### src/rtl/ws2812b_pkg.sv
// rtl/ws2812b_pkg.sv - shared pixel type, constants and serializer state
package ws2812b_pkg;

    localparam int BITS_PER_PIXEL = 24;

    typedef struct packed {
        logic [7:0] g;
        logic [7:0] r;
        logic [7:0] b;
    } pixel_t;

    typedef enum logic {
        SER_EMPTY = 1'b0,
        SER_SHIFT = 1'b1
    } ser_state_t;

endpackage

### src/rtl/ws2812b_pixel_feeder_if.sv
// rtl/ws2812b_pixel_feeder_if.sv - pixel handshake and bit stream bundle
interface ws2812b_pixel_feeder_if;
    import ws2812b_pkg::*;

    logic   pix_valid;
    pixel_t pix_data;
    logic   pix_ready;
    logic   bit_valid;
    logic   bit_data;
    logic   frame_last;
    logic   bit_take;

    modport master (
        output pix_valid, pix_data, bit_take,
        input  pix_ready, bit_valid, bit_data, frame_last
    );

    modport slave (
        input  pix_valid, pix_data, bit_take,
        output pix_ready, bit_valid, bit_data, frame_last
    );

endinterface

### src/rtl/ws2812b_pixel_fifo.sv
// rtl/ws2812b_pixel_fifo.sv - pixel FIFO with wrap-bit pointers
module ws2812b_pixel_fifo
    import ws2812b_pkg::*;
#(
    parameter int DEPTH = 4
) (
    input  logic   clk,
    input  logic   res,
    input  logic   push,
    input  pixel_t push_data,
    input  logic   pop,
    output pixel_t pop_data,
    output logic   full,
    output logic   empty
);

    localparam int AW = $clog2(DEPTH);

    logic [AW:0] wr_ptr;
    logic [AW:0] rd_ptr;
    pixel_t      mem [DEPTH];

    assign full     = (wr_ptr[AW] != rd_ptr[AW]) && (wr_ptr[AW-1:0] == rd_ptr[AW-1:0]);
    assign empty    = (wr_ptr == rd_ptr);
    assign pop_data = mem[rd_ptr[AW-1:0]];

    // Pointer update; a push into a full FIFO and a pop from an empty one are dropped
    always_ff @(posedge clk or negedge res) begin
        if (!res) begin
            wr_ptr <= '0;
            rd_ptr <= '0;
        end else begin
            if (push && !full) begin
                wr_ptr <= wr_ptr + 1'b1;
            end
            if (pop && !empty) begin
                rd_ptr <= rd_ptr + 1'b1;
            end
        end
    end

    // Storage array; contents are don't-care while the slot is unoccupied
    always_ff @(posedge clk) begin
        if (push && !full) begin
            mem[wr_ptr[AW-1:0]] <= push_data;
        end
    end

endmodule

### src/rtl/ws2812b_pixel_feeder.sv
// rtl/ws2812b_pixel_feeder.sv - buffers GRB pixels and serializes them MSB-first per frame
module ws2812b_pixel_feeder
    import ws2812b_pkg::*;
#(
    parameter int NUM_LEDS   = 1,
    parameter int FIFO_DEPTH = 4
) (
    input  logic                    clk,
    input  logic                    res,
    ws2812b_pixel_feeder_if.slave   px,
    output logic                    frame_done,
    output logic                    underrun
);

    localparam int            PW       = (NUM_LEDS > 1) ? $clog2(NUM_LEDS) : 1;
    localparam logic [PW-1:0] LAST_PIX = PW'(NUM_LEDS - 1);
    localparam logic [4:0]    LAST_BIT = 5'(BITS_PER_PIXEL - 1);

    ser_state_t    state, state_nx;
    logic [23:0]   shift_q, shift_nx;
    logic [4:0]    bit_cnt, bit_cnt_nx;
    logic [PW-1:0] pix_cnt, pix_cnt_nx;
    logic          frame_done_nx, underrun_nx;
    logic          fifo_pop, fifo_full, fifo_empty;
    pixel_t        fifo_data;
    logic          last_bit;

    ws2812b_pixel_fifo #(
        .DEPTH (FIFO_DEPTH)
    ) u_fifo (
        .clk       (clk),
        .res       (res),
        .push      (px.pix_valid),
        .push_data (px.pix_data),
        .pop       (fifo_pop),
        .pop_data  (fifo_data),
        .full      (fifo_full),
        .empty     (fifo_empty)
    );

    assign last_bit      = (state == SER_SHIFT) && (bit_cnt == LAST_BIT);
    assign px.pix_ready  = !fifo_full;
    assign px.bit_valid  = (state == SER_SHIFT);
    assign px.bit_data   = (state == SER_SHIFT) && shift_q[23];
    assign px.frame_last = last_bit && (pix_cnt == LAST_PIX);

    // Serializer next state: load from FIFO, shift on take, reload with no bubble at pixel end
    always_comb begin
        state_nx      = state;
        shift_nx      = shift_q;
        bit_cnt_nx    = bit_cnt;
        pix_cnt_nx    = pix_cnt;
        fifo_pop      = 1'b0;
        frame_done_nx = 1'b0;
        underrun_nx   = 1'b0;
        case (state)
            SER_EMPTY: begin
                if (!fifo_empty) begin
                    fifo_pop   = 1'b1;
                    shift_nx   = fifo_data;
                    bit_cnt_nx = '0;
                    state_nx   = SER_SHIFT;
                end
            end
            SER_SHIFT: begin
                if (px.bit_take) begin
                    if (!last_bit) begin
                        shift_nx   = {shift_q[22:0], 1'b0};
                        bit_cnt_nx = bit_cnt + 5'd1;
                    end else begin
                        pix_cnt_nx    = (pix_cnt == LAST_PIX) ? '0 : pix_cnt + 1'b1;
                        frame_done_nx = (pix_cnt == LAST_PIX);
                        if (!fifo_empty) begin
                            fifo_pop   = 1'b1;
                            shift_nx   = fifo_data;
                            bit_cnt_nx = '0;
                        end else begin
                            state_nx    = SER_EMPTY;
                            underrun_nx = (pix_cnt != LAST_PIX);
                        end
                    end
                end
            end
            default: state_nx = SER_EMPTY;
        endcase
    end

    // Serializer, position counters and status pulses
    always_ff @(posedge clk or negedge res) begin
        if (!res) begin
            state      <= SER_EMPTY;
            shift_q    <= '0;
            bit_cnt    <= '0;
            pix_cnt    <= '0;
            frame_done <= 1'b0;
            underrun   <= 1'b0;
        end else begin
            state      <= state_nx;
            shift_q    <= shift_nx;
            bit_cnt    <= bit_cnt_nx;
            pix_cnt    <= pix_cnt_nx;
            frame_done <= frame_done_nx;
            underrun   <= underrun_nx;
        end
    end

endmodule
### src/flat_wrapper.sv
// flat-port wrapper written by rule: the top's interface ports become plain ports
module ws2812b_pixel_feeder_flat import ws2812b_pkg::*;
#(
    parameter int NUM_LEDS   = 1,
    parameter int FIFO_DEPTH = 4
)
  (clk, res, frame_done, underrun, px_pix_valid, px_pix_data, px_bit_take, px_pix_ready, px_bit_valid, px_bit_data, px_frame_last);
  ws2812b_pixel_feeder_if px_i ();
  input  logic clk;
  input  logic res;
  output logic frame_done;
  output logic underrun;
  input wire logic [$bits(px_i.pix_valid)-1:0] px_pix_valid;
  input wire logic [$bits(px_i.pix_data)-1:0] px_pix_data;
  input wire logic [$bits(px_i.bit_take)-1:0] px_bit_take;
  output wire logic [$bits(px_i.pix_ready)-1:0] px_pix_ready;
  output wire logic [$bits(px_i.bit_valid)-1:0] px_bit_valid;
  output wire logic [$bits(px_i.bit_data)-1:0] px_bit_data;
  output wire logic [$bits(px_i.frame_last)-1:0] px_frame_last;
  assign px_i.pix_valid = px_pix_valid;
  assign px_i.pix_data = px_pix_data;
  assign px_i.bit_take = px_bit_take;
  assign px_pix_ready = px_i.pix_ready;
  assign px_bit_valid = px_i.bit_valid;
  assign px_bit_data = px_i.bit_data;
  assign px_frame_last = px_i.frame_last;
  ws2812b_pixel_feeder #(.NUM_LEDS(NUM_LEDS), .FIFO_DEPTH(FIFO_DEPTH)) u_core (.clk(clk), .res(res), .px(px_i), .frame_done(frame_done), .underrun(underrun));
endmodule
### config.mk
export PLATFORM = sky130hd
export DESIGN_NAME = ws2812b_pixel_feeder_flat
export DESIGN_NICKNAME = d
export VERILOG_FILES = /design/src/rtl/ws2812b_pkg.sv /design/src/rtl/ws2812b_pixel_feeder_if.sv /design/src/rtl/ws2812b_pixel_fifo.sv /design/src/rtl/ws2812b_pixel_feeder.sv /design/src/flat_wrapper.sv
export SDC_FILE = /design/constraint.sdc
export NUM_CORES = 1
export LEC_CHECK = 0
export ABC_CLOCK_PERIOD_IN_PS = 5900
export BUFFER_PORTS_ARGS = -buffer_cell sky130_fd_sc_hd__buf_2
export CAP_MARGIN = 0
export CELL_PAD_IN_SITES_DETAIL_PLACEMENT = 1
export CELL_PAD_IN_SITES_GLOBAL_PLACEMENT = 1
export CORE_ASPECT_RATIO = 2
export CORE_UTILIZATION = 56
export DETAILED_ROUTE_END_ITERATION = 12
export HOLD_SLACK_MARGIN = 0.05
export PLACE_DENSITY = 0.82
export SLEW_MARGIN = 20
export SYNTH_ARGS = -nofsm -noshare
export SYNTH_HDL_FRONTEND = slang
export SYNTH_HIERARCHICAL = 1
export SYNTH_SLANG_ARGS = --single-unit
export TNS_END_PERCENT = 20
### constraint.sdc
create_clock -name clk -period 5.9 [get_ports clk]
set_input_delay 1.18 -clock clk [delete_from_list [all_inputs] [get_ports clk]]
set_output_delay 1.18 -clock clk [all_outputs]
set_load 0.05 [all_outputs]
==> flow_metrics.tcl <==
set metrics [dict create \
    status "completed" \
    ys_seq_elements 133 \
    slew-limit-headroom_pct 32.7 \
    yosysWarningCount 6 \
    rows 51 \
    die_h_um 143 \
    cts_tree "built" \
    seqCellArea_um2 3810 \
    clk_pin_slew_worst_paths_ps 60 \
    synthCells 310 \
    cp-start-kind "register" \
    synth_top_cells_by_count "edfxtp_1 (96), dfrtp_1 (37), mux4_2 (24)" \
    vias_per_cell 6.00 \
    p_int_uw 2220 \
    crit_buf_inv 3 \
    nets 383 \
    cp_max_fo 28 \
    clockPowerShare_pct 31.1 \
    firstDrtPassIters 4 \
    setup-violations-final 0 \
    p_sw_share_pct 30.8 \
    place_hpwl_um 6730 \
    design.die.area_um2 10300 \
    grtUsageTotal_pct 24.5 \
    core_um2 9700 \
    cpPeakStageDelay_ps 1000 \
    max_freq_mhz 297 \
    multi_input_area_um2 1580 \
    num_vias 2957 \
    synth_cell_type_count 45 \
    io_buffers 32 \
    path_cells "xnor2_2 > nand3_2 > inv_1 > inv_1 > buf_2" \
    drive_above_1_share_pct 30.7 \
    cts_root_buf "clkbuf_16" \
    power_leakage_uw 0.00224 \
    postLayoutSetupSlackWorst_ps 2530 \
    postRouteWirelength_um 11200 \
    drt_iter0_markers 144 \
    layout.cell_area.non_filler_um2 6350 \
    yosysTopAreaCell "edfxtp_1" \
    pin_count 34 \
    worstPathRequired_ps 4720 \
    avgSynthCellArea_um2 17.9 \
    finalMaxSlewViolations 0 \
    worstMarginPinSlew_ps 1010 \
    grt_pass1_vias 3335 \
    fin_crit_sh_pct 57.2 \
    seq_power_share_pct 45.0 \
    powerDensity_nw_per_um2 505 \
    synth_fp_nets 344 \
    post_cts_buffers 0 \
    layout_min_cycle_time_ps 3370 \
    cts_sinks 133 \
    clkLatencyLatePin_ps 400 \
    cpMaxStageDelayCell "dfrtp_2" \
    synth_edf_count 96 \
    antenna_cells 0 \
    wl_per_cell_um 22.7 \
    synthArstFlopShare_pct 27.8 \
    finalSetupTns_ps 0 \
    wl_met1_um 4310 \
    arrival_ps 2190 \
    synth_top_area_share_pct 52.0 \
    combPwrFrac_pct 23.9 \
    synth_top_flop_cell "edfxtp_1" \
    cap_violations 0 \
    cpMostUsedCell "inv_1" \
    fin_worst_skew_ps 5.91 \
    top_layer "met4" \
    post_cts_resized 0 \
    post-route-drc-count 0 \
    syn2layout_area_growth_pct 14.7 \
    dp_slack_ps 2840 \
    cts_buffers 17 \
    synth_area_um2 5540 \
    wl_met2_um 6360 \
    critical_path_class "reg -> out" \
    crit_family "flip-flops" \
    htreeDepth 4 \
    grt_first_pass_wirelength_um 17800 \
    grt_max_degree 38 \
    hold_class "reg -> reg" \
    antenna_found_initial 0 \
    rsz0062_at_grt "no" \
    placed_area_um2 5790 \
    cts_buffer_depth 2 \
    synth_area_leaders "edfxtp_1 (52%), dfrtp_1 (17%), mux4_2 (9.8%)" \
    gp_congestion 0.722 \
    yosysMostFrequentCell "edfxtp_1" \
    yosysSeqAreaShare_pct 68.7 \
    vdd_drop_max_mv 0.345 \
    holdBufCountCts 0 \
    cp-end-kind "output port" \
    wl_met3_um 222 \
    nFillCells 852 \
    start_util_pct 57.1 \
    ant_nets 0 \
    die_w_um 72.4 \
    grt-ovfl-total 0 \
    netSwitchingPower_uw 989 \
    hold_viol 0 \
]
==> placed cells by master, fill, tap and decap left out, drive strengths merged, types with 5 or more instances in the layout <==
cell type  Yosys  routed
clkinv         0       7
edfxtp        96      96
xnor2          6       6
o221a         20      20
clkinvlp       0       5
nand3          6       6
nand2          9       9
buf           14      38
o21ai          5       5
dfrtp         37      37
or3           20      20
nand2b         5       5
mux4          24      24
ha             6       6
o31ai          6       6
inv            9       9
clkbuf         4      17
==> power by group through the flow <==
stage	Sequential, uW	Clock (uW)	Combinational (uW)
after floorplan	1350	0	639
after global placement	1430	0	730
after detailed placement	1450	0	764
after CTS	1450	1010	777
after global routing	1470	1050	828
final	1440	996	767
==> area by class of cell <==
| cell class | count | area share [%] |
|---|---|---|
| multi-input cells | 150 | 24.8 |
| flip-flops and latches | 133 | 60.0 |
| repair buffers | 38 | 3.23 |
| well taps | 132 | 2.60 |
| clock buffers | 17 | 6.69 |
| inverters | 9 | 0.532 |
| clock inverters | 14 | 2.19 |
==> layer usage <==
| layer | track usage, % | vias up |
|---|---|---|
| met4 | 11.6 | 0 |
| met5 | 0 | - |
| li1 | - | 1321 |
| met3 | 5.29 | 25 |
| met2 | 42.8 | 63 |
| met1 | 28.1 | 1548 |
==> registers in the layout, indices dropped and copies added (netlist names) <==
| name | cells |
|---|---|
| u_core/u_fifo/mem | 96 |
| u_core/u_fifo/wr_ptr | 3 |
| u_core/px.bit_valid | 1 |
| u_core/frame_done | 1 |
| u_core/bit_cnt | 5 |
| u_core/shift_q | 24 |
| u_core/u_fifo/rd_ptr | 3 |
==> cells by family (layout without fill, tap and decap cells) <==
family	count (synthesis)	in the layout	share of synthesized area, %
compound gates	50	50	8.85
xor+xnor	10	10	1.99
fa+ha+maj	6	6	1.35
buf+inv	27	78	2.93
flops	133	133	68.7
mux	25	25	9.93
other cells	1	1	0.0677
simple gates	58	58	6.16
==> stage by stage <==
stage / util (%) / hold WS (ps) / instances / total power, uW
after global placement: 59.7 / 519 / 462 / 2160
after global routing: 65.5 / 565 / 493 / 3350
after detailed placement: 59.7 / 533 / 462 / 2220
after CTS: 65.5 / 546 / 493 / 3240
final: 65.5 / 548 / 493 / 3210
after floorplan: - / 479 / 310 / 1990
==> worst register-to-register path, delay by kind of cell (launching register included) <==
family,cells,cell delay [ps]
DFF,1,1000
xor gates and xnor gates,1,410
buffers and inverters,1,230
and+or+nand+nor,2,800
AOI/OAI and AO/OA,2,570
==> final timing paths <==
path                                            to  cells after the start  slack, ps                    start
max reg2reg                     u_core/shift_q[16]                      6       2810  u_core/u_fifo/rd_ptr[0]
min in group asynchronous        u_core/bit_cnt[4]                      1        870                      res
min reg2reg                     u_core/shift_q[18]                      2        550       u_core/shift_q[18]
max                                   px_pix_ready                      5       2530  u_core/u_fifo/rd_ptr[0]
max in group asynchronous  u_core/u_fifo/rd_ptr[0]                      1       4440                      res
min                             u_core/shift_q[18]                      2        550       u_core/shift_q[18]
Power figures use the tool's default switching activity.
